$ cat config.mk
export PLATFORM = sky130hd
export DESIGN_NAME = traffic_light_fsm_flat
export DESIGN_NICKNAME = d
export VERILOG_FILES = /design/src/rtl/traffic_light_fsm_if.sv /design/src/rtl/traffic_light_fsm.sv /design/src/flat_wrapper.sv
export SDC_FILE = /design/constraint.sdc
export NUM_CORES = 1
export LEC_CHECK = 0
export BUFFER_PORTS_ARGS = -buffer_cell sky130_fd_sc_hd__buf_2
export CAP_MARGIN = 10
export CORE_UTILIZATION = 35
export CTS_CLUSTER_DIAMETER = 120
export CTS_CLUSTER_SIZE = 40
export DETAILED_ROUTE_END_ITERATION = 6
export GPL_ROUTABILITY_DRIVEN = 0
export SLEW_MARGIN = 25
export SYNTH_ARGS = -nofsm -noshare
export SYNTH_HDL_FRONTEND = slang
export SYNTH_SLANG_ARGS = --single-unit
$ cat constraint.sdc
create_clock -name clk -period 1.85 [get_ports clk]
set_input_delay 0.2775 -clock clk [delete_from_list [all_inputs] [get_ports clk]]
set_output_delay 0.2775 -clock clk [all_outputs]
set_load 0.01 [all_outputs]
$ cat src/rtl/traffic_light_fsm_if.sv
// Button/sensor inputs and light outputs of the traffic light controller.
// The master side drives the buttons and reads the lights; the slave side is the FSM.
interface traffic_light_fsm_if #(
  parameter int CNT_W = 4
);
  logic             tick_1hz;
  logic             reset_db;
  logic             walk_request_db;
  logic             reprogram_db;
  logic             sensor;
  logic [1:0]       time_sel;
  logic [CNT_W-1:0] time_value;
  logic [2:0]       main_light;
  logic [2:0]       side_light;
  logic             walk_light;
  logic             walk_pending;
  logic [2:0]       state_out;

  modport master (
    output tick_1hz, reset_db, walk_request_db, reprogram_db, sensor, time_sel, time_value,
    input  main_light, side_light, walk_light, walk_pending, state_out
  );
  modport slave (
    input  tick_1hz, reset_db, walk_request_db, reprogram_db, sensor, time_sel, time_value,
    output main_light, side_light, walk_light, walk_pending, state_out
  );
endinterface

$ cat src/rtl/traffic_light_fsm.sv
// Timed main/side/walk light sequencer with run-time programmable intervals.
// Button edges restart or reprogram the cycle; walk requests are latched until served.
module traffic_light_fsm #(
  parameter int T_BASE_DEF = 6,
  parameter int T_EXT_DEF  = 3,
  parameter int T_YEL_DEF  = 2,
  parameter int CNT_W      = 4
) (
  input logic                clk,
  input logic                sys_reset,
  traffic_light_fsm_if.slave bus
);
  typedef enum logic [2:0] {
    S_MG = 3'd0, S_MY = 3'd1, S_WALK = 3'd2, S_SG = 3'd3, S_SY = 3'd4
  } state_t;
  typedef logic [CNT_W:0] cnt_t;

  localparam logic [CNT_W-1:0] BASE_D = CNT_W'(T_BASE_DEF);
  localparam logic [CNT_W-1:0] EXT_D  = CNT_W'(T_EXT_DEF);
  localparam logic [CNT_W-1:0] YEL_D  = CNT_W'(T_YEL_DEF);
  localparam cnt_t ONE = cnt_t'(1);

  localparam logic [2:0] L_R = 3'b100;
  localparam logic [2:0] L_Y = 3'b010;
  localparam logic [2:0] L_G = 3'b001;

  state_t           state, state_n;
  cnt_t             cnt, cnt_n;
  logic [CNT_W-1:0] base, ext, yel, base_n, ext_n, yel_n;
  logic             pend, pend_n;
  logic             armed, rs_q, wk_q, rp_q;
  logic             rs_edge, wk_edge, rp_edge;
  logic [2:0]       main_q, side_q;
  logic             walk_q;

  // armed masks the first cycle after reset so a level already high then is not an edge
  assign rs_edge = armed & bus.reset_db        & ~rs_q;
  assign wk_edge = armed & bus.walk_request_db & ~wk_q;
  assign rp_edge = armed & bus.reprogram_db    & ~rp_q;

  function automatic logic [CNT_W-1:0] pick(input logic [CNT_W-1:0] v, input logic [CNT_W-1:0] d);
    return (v == '0) ? d : v;
  endfunction

  always_comb begin
    state_n = state;
    cnt_n   = cnt;
    pend_n  = pend;
    base_n  = base;
    ext_n   = ext;
    yel_n   = yel;
    if (rp_edge) begin
      case (bus.time_sel)
        2'd0:    base_n = pick(bus.time_value, BASE_D);
        2'd1:    ext_n  = pick(bus.time_value, EXT_D);
        2'd2:    yel_n  = pick(bus.time_value, YEL_D);
        default: ;
      endcase
      state_n = S_MG;
      cnt_n   = cnt_t'(base_n) - ONE;
    end else if (rs_edge) begin
      state_n = S_MG;
      cnt_n   = cnt_t'(base) - ONE;
      pend_n  = 1'b0;
    end else begin
      if (bus.tick_1hz) begin
        if (cnt == '0) begin
          case (state)
            S_MG: begin state_n = S_MY; cnt_n = cnt_t'(yel) - ONE; end
            S_MY: begin
              if (pend) begin
                state_n = S_WALK;
                cnt_n   = cnt_t'(ext) - ONE;
                pend_n  = 1'b0;
              end else begin
                state_n = S_SG;
                cnt_n   = (bus.sensor ? cnt_t'(base) + cnt_t'(ext) : cnt_t'(base)) - ONE;
              end
            end
            S_WALK: begin
              state_n = S_SG;
              cnt_n   = (bus.sensor ? cnt_t'(base) + cnt_t'(ext) : cnt_t'(base)) - ONE;
            end
            S_SG:    begin state_n = S_SY; cnt_n = cnt_t'(yel) - ONE; end
            default: begin state_n = S_MG; cnt_n = cnt_t'(base) - ONE; end
          endcase
        end else begin
          cnt_n = cnt - ONE;
        end
      end
      // a new request in the S_WALK entry cycle survives the clear
      if (wk_edge) pend_n = 1'b1;
    end
  end

  always_ff @(posedge clk) begin
    if (!sys_reset) begin
      state  <= S_MG;
      cnt    <= cnt_t'(BASE_D) - ONE;
      base   <= BASE_D;
      ext    <= EXT_D;
      yel    <= YEL_D;
      pend   <= 1'b0;
      armed  <= 1'b0;
      rs_q   <= 1'b0;
      wk_q   <= 1'b0;
      rp_q   <= 1'b0;
      main_q <= L_G;
      side_q <= L_R;
      walk_q <= 1'b0;
    end else begin
      state  <= state_n;
      cnt    <= cnt_n;
      base   <= base_n;
      ext    <= ext_n;
      yel    <= yel_n;
      pend   <= pend_n;
      armed  <= 1'b1;
      rs_q   <= bus.reset_db;
      wk_q   <= bus.walk_request_db;
      rp_q   <= bus.reprogram_db;
      walk_q <= (state_n == S_WALK);
      case (state_n)
        S_MG:    begin main_q <= L_G; side_q <= L_R; end
        S_MY:    begin main_q <= L_Y; side_q <= L_R; end
        S_SG:    begin main_q <= L_R; side_q <= L_G; end
        S_SY:    begin main_q <= L_R; side_q <= L_Y; end
        default: begin main_q <= L_R; side_q <= L_R; end
      endcase
    end
  end

  assign bus.main_light   = main_q;
  assign bus.side_light   = side_q;
  assign bus.walk_light   = walk_q;
  assign bus.walk_pending = pend;
  assign bus.state_out    = state;
endmodule

$ cat src/flat_wrapper.sv
// flat-port wrapper written by rule: the top's interface ports become plain ports
module traffic_light_fsm_flat 
#(
  parameter int T_BASE_DEF = 6,
  parameter int T_EXT_DEF  = 3,
  parameter int T_YEL_DEF  = 2,
  parameter int CNT_W      = 4
)
  (clk, sys_reset, bus_tick_1hz, bus_reset_db, bus_walk_request_db, bus_reprogram_db, bus_sensor, bus_time_sel, bus_time_value, bus_main_light, bus_side_light, bus_walk_light, bus_walk_pending, bus_state_out);
  traffic_light_fsm_if #(.CNT_W(CNT_W)) bus_i ();
  input logic clk;
  input logic sys_reset;
  input wire logic [$bits(bus_i.tick_1hz)-1:0] bus_tick_1hz;
  input wire logic [$bits(bus_i.reset_db)-1:0] bus_reset_db;
  input wire logic [$bits(bus_i.walk_request_db)-1:0] bus_walk_request_db;
  input wire logic [$bits(bus_i.reprogram_db)-1:0] bus_reprogram_db;
  input wire logic [$bits(bus_i.sensor)-1:0] bus_sensor;
  input wire logic [$bits(bus_i.time_sel)-1:0] bus_time_sel;
  input wire logic [$bits(bus_i.time_value)-1:0] bus_time_value;
  output wire logic [$bits(bus_i.main_light)-1:0] bus_main_light;
  output wire logic [$bits(bus_i.side_light)-1:0] bus_side_light;
  output wire logic [$bits(bus_i.walk_light)-1:0] bus_walk_light;
  output wire logic [$bits(bus_i.walk_pending)-1:0] bus_walk_pending;
  output wire logic [$bits(bus_i.state_out)-1:0] bus_state_out;
  assign bus_i.tick_1hz = bus_tick_1hz;
  assign bus_i.reset_db = bus_reset_db;
  assign bus_i.walk_request_db = bus_walk_request_db;
  assign bus_i.reprogram_db = bus_reprogram_db;
  assign bus_i.sensor = bus_sensor;
  assign bus_i.time_sel = bus_time_sel;
  assign bus_i.time_value = bus_time_value;
  assign bus_main_light = bus_i.main_light;
  assign bus_side_light = bus_i.side_light;
  assign bus_walk_light = bus_i.walk_light;
  assign bus_walk_pending = bus_i.walk_pending;
  assign bus_state_out = bus_i.state_out;
  traffic_light_fsm #(.T_BASE_DEF(T_BASE_DEF), .T_EXT_DEF(T_EXT_DEF), .T_YEL_DEF(T_YEL_DEF), .CNT_W(CNT_W)) u_core (.clk(clk), .sys_reset(sys_reset), .bus(bus_i));
endmodule
======== Yosys cells after proc, flatten, opt, wreduce, memory -nomap -nowiden ========
Index checks and enable logic that the tools add are counted.
operators by class
  $add $sub $neg .......................... 7
  bitwise logic cells ..................... 10
  eq/ne operators ......................... 9
  reductions and logical operators ........ 13
  multiplexer cells ....................... 26
operators by type and width
  operator             number
  $mux 5               6
  $mux 4               5
  $sub 4x1->5 const B  4
  $pmux 5 s3           1
  $eq 3x2->1 const B   4
  $mux 3               4
  $pmux 3 s2           2
  $pmux 3 s4           1
  $reduce_bool 3->1    4
  $sub 5x1->5 const B  2
  $mux 1               7
  $and 1x1->1          6
  $eq 3x1->1 const B   2
  $logic_not 3->1      2
  $add 4x4->5          1
  $logic_not 5->1      1
  $logic_not 4->1      1
  $not 1->1            4
  $reduce_and 2->1     2
  $reduce_and 4->1     1
  $eq 3x3->1 const B   1
  $eq 2x1->1 const B   1
  $eq 2x2->1 const B   1
  $logic_not 2->1      1
  $reduce_or 2->1      1
storage, ports and cells
  input bits .............................. 13
  output and inout port bits .............. 11
  logic and storage cells ................. 78
  register bits after elaboration ......... 32

======== Longest topological paths before layout ========
Gate-level depths: netlist (run 1).
  depth in word-level cells ............... 9
  mapped depth ............................ 9
  gate-level depth less buffers ........... 8

======== Worst setup path after synthesis (run 1) ========
OpenSTA, ideal clock, no wires.
  kind .................................... flip-flop to flip-flop
  start ................................... reg u_core.base[0]
  end ..................................... reg u_core.cnt[2]
  slack ................................... -85 ps
  library setup time ...................... 79 ps
  cell stages (with the launch flop) ...... 9
  arrival ................................. 1,857 ps
  path buffers ............................ 0
  path through ............................ dfxtp_1 ha_1 fa_1 mux2i_1 ha_1 xnor2_1 o211ai_1 a21o_1 o211ai_1
on the way
  word-level cells in the longest chain between the ends .. 9
  elaborated cells between the ends (all ways) .. 13
ends and longest elaborated chain
  item                    RTL line                                          RTL
  from (decl)             traffic_light_fsm.sv:29                           logic [CNT_W-1:0] base, ext, yel, base_n, ext_n, yel_n;
  from (signal assigned)  traffic_light_fsm.sv:114                          base <= base_n;
  $add 4x4->5             traffic_light_fsm.sv:77, traffic_light_fsm.sv:82
  $mux 5                  traffic_light_fsm.sv:77, traffic_light_fsm.sv:82
  $sub 5x1->5             traffic_light_fsm.sv:77, traffic_light_fsm.sv:82
  $mux 5                  traffic_light_fsm.sv:71                           if (pend) begin
  $pmux 5 s3              traffic_light_fsm.sv:68                           case (state)
  $mux 5                  traffic_light_fsm.sv:67                           if (cnt == '0) begin
  $mux 5                  traffic_light_fsm.sv:66                           if (bus.tick_1hz) begin
  $mux 5                  traffic_light_fsm.sv:61                           end else if (rs_edge) begin
  $mux 5 *                traffic_light_fsm.sv:52                           if (rp_edge) begin
  to (signal assigned)    traffic_light_fsm.sv:99                           cnt <= cnt_t'(BASE_D) - ONE;
  to (signal assigned)    traffic_light_fsm.sv:113                          cnt <= cnt_n;
  to (decl)               traffic_light_fsm.sv:28                           cnt_t cnt, cnt_n;
Every way passes the cells marked *; elsewhere a longest branch is shown, timed or not. The select of a mux whose other input is x is not followed.
A chain may end at the register's enable or synchronous reset.

======== Worst setup path after layout (run 1) ========
  start ................................... reg u_core.ext[0]
  end ..................................... reg u_core.cnt[1]
on the way
  word-level cells in the longest chain between the ends .. 9
  elaborated cells between the ends (all ways) .. 10
ends and longest elaborated chain
  item                    RTL line                                          RTL
  from (decl)             traffic_light_fsm.sv:29
  from (signal assigned)  traffic_light_fsm.sv:115                          ext <= ext_n;
  $add 4x4->5             traffic_light_fsm.sv:77, traffic_light_fsm.sv:82
  $mux 5                  traffic_light_fsm.sv:77, traffic_light_fsm.sv:82
  $sub 5x1->5             traffic_light_fsm.sv:77, traffic_light_fsm.sv:82
  $mux 5                  traffic_light_fsm.sv:71
  $pmux 5 s3 *            traffic_light_fsm.sv:68
  $mux 5 *                traffic_light_fsm.sv:67
  $mux 5 *                traffic_light_fsm.sv:66
  $mux 5 *                traffic_light_fsm.sv:61
  $mux 5 *                traffic_light_fsm.sv:52
Marks and branches as above.

==> qor.yml, run 1 <==
worstPathRequired_ns: 2.03
ant_nets: 0
leakage_nw: 1.21
antenna_found_initial: 0
violations: "setup timing"
ys.flop_type: "dfxtp_1"
synth_top_area_share_pct: 29.2
p_int_mw: 1.23
min_path_cells: 2
combPwrFrac_pct: 24.3
viasPerCell: 5.39
worstPathMaxFanout: 2
swShare_pct: 28.8
vias: 2214
r2r-end: "u_core.cnt[1]$_SDFFE_PN0P_"
p_sw_uw: 500
hold_class: "input pin to register"
seq_power_share_pct: 43.1
setup_slack_ns: -0.115
clock_latency_ns: 0.29
hold_slack_ns: 0.208
synth_fp_nets: 293
nets: 359
firstDrtPassIters: 4
cts_hold_buf: 0
ios: 24
max_freq_ghz: 0.509
pre_cts_slack_ns: -0.112
hold_viol_final: 0
grt_pass1_wl_um: 9910
r2r_start: "u_core.ext[0]$_SDFFE_PN1P_"
yosys_register_bits: 32
start_util_pct: 36.6
final_common_cell: "buf_4"
hp-start: "bus_reset_db"
reg2reg_slack_ns: -0.12
asyncSetResetFlopFracSynth_pct: 0
area_growth_pct: 31.3
htree_levels: 2
drv_cap: 0
final_max_slew_viol_count: 0
tightestPinTransition_ns: 0.691
n_antenna_cell: 0
grt_max_degree: 20
final.period_utilization_pct: 106
power_density_nw_per_um2: 602
period_minus_slack_ns: 1.97
synthCells: 269
cts_made_buffers: 5
outcome: "finished, violations left"
pwr-share-clk_pct: 32.6
fin_skew_ns: 0.00555
wire_per_inst_um: 14.6
cts_root_buf: "clkbuf_8"
yosys_warnings: 0
core.rowCount: 28
postSynthAreaPerCell_um2: 8.16
max_slew_margin_pct: 53.9
synth_area_um2: 2190
rsz0062_at_grt: "yes"
start_kind: "register"
drive_gt1_share_pct: 31.3
cp-end-kind: "register"
fin_util_pct: 48.1
grt_pass1_vias: 2069
synth.area.top_cells: "dfxtp_1 29%, ha_1 5.7%, mux2i_1 4.6%"
grt.overflow.total: 0
synth_largest_area_cell: "dfxtp_1"
synth_cell_type_count: 50
die_y_um: 81.2
hold_end: "u_core.rs_q$_SDFF_PN0_"
grt_use_total_pct: 20.1
clock_path_buffers: 2
die_w_um: 81.2
cts_num_sinks: 32
drtIter0Drc: 139
critPathArrivalTime_ns: 2.14
synth_edf_count: 0
cts.clk_slew.worst_paths_ns: 0.07
wirelength_um: 6000
cts_tree: "yes"
crit_type: "register to register"
ir_worst_vdd_uv: 477
dp_cells: 399
finalSetupViolCount: 4
synth_seq_area_share_pct: 29.2
final_cells: 411
drc_errors: 0
place.port_buffers: 23
die-area_um2: 6590
r2r_cells: 8
hpwl_um: 4620
final_cell_mix: "50 x buf_4, 26 x dfxtp_1, 24 x nand2_1, 23 x buf_2, 17 x nor2_1"
core-area_um2: 5990
## layer usage
| metal | wire, um | track usage (%) | vias to the layer above |
|---|---|---|---|
| li1 | - | - | 1108 |
| met1 | 2820 | 25.5 | 1022 |
| met2 | 2670 | 31.8 | 68 |
| met3 | 278 | 3.60 | 16 |
| met4 | 236 | 11.6 | 0 |
| met5 | 0 | 0 | - |
## cell type report
| type | instances | area [um2] |
|---|---|---|
| Timing Repair Buffer | 73 | 490 |
| Sequential cell | 32 | 648 |
| Fill cell | 594 | 3110 |
| Multi-Input combinational cell | 213 | 1520 |
| Tap cell | 75 | 93.8 |
| Inverter | 10 | 37.5 |
| Clock buffer | 8 | 90.1 |
## sequential cells by signal (all words and copies together), names as in the netlist
register	flops
u_core.bus.main_light	3
u_core.wk_q	1
u_core.bus.side_light	3
u_core.bus.walk_pending	1
u_core.yel	4
u_core.bus.state_out	3
u_core.ext	4
u_core.armed	1
u_core.bus.walk_light	1
u_core.base	4
u_core.rs_q	1
u_core.cnt	5
u_core.rp_q	1
## kinds of logic after synthesis
| logic type | after synthesis | synth area share [%] |
|---|---|---|
| fa+ha+maj | 11 | 6.61 |
| simple gates | 105 | 27.4 |
| mux | 10 | 4.56 |
| flops | 32 | 29.2 |
| buf+inv | 24 | 5.02 |
| compound gates | 73 | 21.7 |
| xor+xnor | 14 | 5.59 |
## how the worst max path moves through the flow
stage                                 from                         end  cells past startpoint
2_1_floorplan  u_core.base[0]$_SDFFE_PN0P_  u_core.cnt[2]$_SDFFE_PN1P_                      8
3_3_place_gp    u_core.ext[0]$_SDFFE_PN1P_  u_core.cnt[2]$_SDFFE_PN1P_                      8
3_5_place_dp    u_core.ext[0]$_SDFFE_PN1P_  u_core.cnt[3]$_SDFFE_PN0P_                      8
4_1_cts         u_core.ext[0]$_SDFFE_PN1P_  u_core.cnt[2]$_SDFFE_PN1P_                      8
5_1_grt         u_core.ext[0]$_SDFFE_PN1P_  u_core.cnt[2]$_SDFFE_PN1P_                      8
6_report        u_core.ext[0]$_SDFFE_PN1P_  u_core.cnt[1]$_SDFFE_PN0P_                      8
## repair_timing
action / CTS / global route
setup endpoints to repair: 4 / 8
endpoints found under the hold margin: 0 / 0
gates resized for setup: 4 / 11
setup buffers: 1 / 3
pin swaps: 4 / 10
## critical path, cell delays in order (launching register included)
cell,delay (ns)
dfxtp_2,0.34
ha_4,0.16
fa_2,0.52
mux2i_2,0.08
ha_2,0.32
nand2b_4,0.11
nand3_2,0.06
a31oi_1,0.18
o21ai_1,0.09
## synth_stat cells, drive strengths merged (10+ instances only)
library cell	count
a21oi	17
clkbuf	10
dfxtp	32
ha	10
inv	10
mux2i	10
nand2	24
nand3	10
nor2	17
nor3	13
o211ai	11
o21ai	15
## power by group through the flow
stage | clock network, mW | registers [mW] | logic (mW)
after floorplan | 0 | 0.760 | 0.233
after global placement | 0 | 0.760 | 0.383
after detailed placement | 0 | 0.761 | 0.385
after CTS | 0.582 | 0.745 | 0.400
after global routing | 0.607 | 0.750 | 0.467
final | 0.565 | 0.748 | 0.422
## per-stage QoR
stage                     setup TNS, ns  instance area [um2]  total power [mW]
after floorplan                 -0.0248                 2220             0.993
after global placement           -0.162                 2700              1.14
after detailed placement         -0.394                 2700              1.15
after CTS                        -0.312                 2810              1.73
after global routing             -0.847                 2880              1.82
final                            -0.344                 2880              1.73
No activity file was read; power rests on OpenSTA's default activity.
==> run 2: changes to the inputs <==
==> constraint.sdc (replaced) <==
create_clock -name clk -period 2.34 [get_ports clk]
set_input_delay 0.351 -clock clk [delete_from_list [all_inputs] [get_ports clk]]
set_output_delay 0.351 -clock clk [all_outputs]
set_load 0.01 [all_outputs]
==> run 2 against run 1 <==
Effect of this change: the run now ends clean; register-to-register slack improved by 0.35 ns; die area did not move; fmax is 6.6% lower; sequential cell count unchanged; final area shrank 12%; combinational power decreased by 39%; clock skew down 0.0011 ns; critical endpoint is now u_core.cnt[2]$_SDFFE_PN1P_; sequential power fell by 21%; non-clock buffer count is 40 lower; highest routed layer unchanged.
==> qor.yml, run 2 (synthesis results as in run 1) <==
post-cts-setup-buffer-count: 0
fillers: 626
leakage_nw: 1.02
cts_made_buffers: 5
start_util_pct: 36.6
wirelength_um: 5560
cts_tree: "yes"
core.rowCount: 28
pre_cts_slack_ns: 0.195
final_max_slew_viol_count: 0
fin_skew_ns: 0.00444
grt_pass1_wl_um: 9250
hold_end: "u_core.rs_q$_SDFF_PN0_"
grt_use_total_pct: 18.8
finalSetupViolCount: 0
die-area_um2: 6590
crit_family: "adder cells"
fin_util_pct: 42.3
power_density_nw_per_um2: 571
max_freq_ghz: 0.475
period_minus_slack_ns: 2.10
seq_area_um2: 642
crit_type: "register to register"
worstPathMaxFanout: 6
hold_viol_final: 0
grt_max_degree: 23
worstPathRequired_ns: 2.55
ios: 24
multi_input_area_um2: 1440
firstDrtPassIters: 4
cts_hold_buf: 0
cp-end-kind: "register"
nets: 319
max_slew_margin_pct: 53.6
setup_tns_ns: 0
cts.clk_slew.worst_paths_ns: 0.07
final_cell_mix: "31 x dfxtp_1, 24 x nand2_1, 23 x buf_2, 17 x nor2_1, 17 x a21oi_1"
cp_slowest_cell: "fa_1"
r2r_cells: 8
antenna_found_initial: 0
critPathArrivalTime_ns: 2.32
wire_per_inst_um: 15.0
ant_nets: 0
hold_class: "input pin to register"
cts_root_buf: "clkbuf_8"
final.period_utilization_pct: 89.9
core-area_um2: 5990
outcome: "finished, final reports clean"
critPathMaxStageDelay_ns: 0.42
start_kind: "register"
die_w_um: 81.2
vias: 2061
dp_cells: 363
critPathBufInv: 0
drv_cap: 0
viasPerCell: 5.56
rsz0062_at_grt: "no"
reg2reg_slack_ns: 0.24
area_growth_pct: 15.5
drive_gt1_share_pct: 16.9
largest_register: "u_core.cnt"
largest_reg_flops: 5
cts_resized: 0
hold_slack_ns: 0.278
n_antenna_cell: 0
setup_slack_ns: 0.237
cts_num_sinks: 32
drtIter0Drc: 97
htree_levels: 2
tightestPinTransition_ns: 0.694
min_path_cells: 2
clock_path_buffers: 2
ir_worst_vdd_uv: 251
grt_pass1_vias: 1952
die_y_um: 81.2
place.port_buffers: 23
critical_path.cell_chain: "ha_1 > fa_1 > mux2i_1 > ha_1 > xnor2_1 > o211ai_1 > a21o_1 > o211ai_1"
grt.overflow.total: 0
final_cells: 371
final_common_cell: "dfxtp_1"
hp-start: "bus_reset_db"
clock_latency_ns: 0.29
drc_errors: 0
r2r_start: "u_core.base[0]$_SDFFE_PN0P_"
r2r-end: "u_core.cnt[2]$_SDFFE_PN1P_"
hpwl_um: 4280
-- run 2: cell count changes in the layout (fill, tap and decap cells not counted), sizes merged --
cell | before | now
clkbuf | 8 | 7
bufinv | 0 | 1
buf | 73 | 33
-- run 2: stage by stage --
stage	power (mW)	cell area [um2]
finish	1.45	2530
global route	1.51	2530
CTS	1.45	2530
detailed placement	0.859	2410
global placement	0.855	2410
floorplan	0.781	2190
-- run 2: layout make-up --
| cell class | count | share of cell area, % |
|---|---|---|
| Timing Repair Buffer | 33 | 7.51 |
| Inverter | 10 | 1.48 |
| Multi-Input combinational cell | 213 | 57.0 |
| Sequential cell | 32 | 25.3 |
| Clock inverter | 1 | 1.19 |
| Clock buffer | 7 | 3.80 |
| Tap cell | 75 | 3.70 |
-- run 2: per-layer routing --
metal	track usage, %	wire, um	vias to the layer above
met1	23.3	2580	945
met2	30.5	2530	62
li1	-	-	1037
met3	3.03	260	17
met5	0	0	-
met4	11.1	196	0
-- run 2: how the worst max path moves through the flow --
stage	from	end	slack [ns]	cells after the start
2_1_floorplan	u_core.base[0]$_SDFFE_PN0P_	u_core.cnt[2]$_SDFFE_PN1P_	0.40	8
6_report	u_core.base[0]$_SDFFE_PN0P_	u_core.cnt[2]$_SDFFE_PN1P_	0.24	8
3_5_place_dp	u_core.base[0]$_SDFFE_PN0P_	u_core.cnt[2]$_SDFFE_PN1P_	0.20	8
3_3_place_gp	bus_time_sel[1]	u_core.cnt[4]$_SDFFE_PN0P_	0.27	7
4_1_cts	u_core.base[0]$_SDFFE_PN0P_	u_core.cnt[2]$_SDFFE_PN1P_	0.16	8
5_1_grt	u_core.base[0]$_SDFFE_PN0P_	u_core.cnt[2]$_SDFFE_PN1P_	0.09	8
-- run 2: report_power, final --
| part | total [mW] | switching (mW) | leakage, nW | internal [mW] |
|---|---|---|---|---|
| registers | 0.592 | 0.0249 | 0.262 | 0.567 |
| logic | 0.258 | 0.144 | 0.691 | 0.114 |
| clock network | 0.597 | 0.221 | 0.0645 | 0.376 |
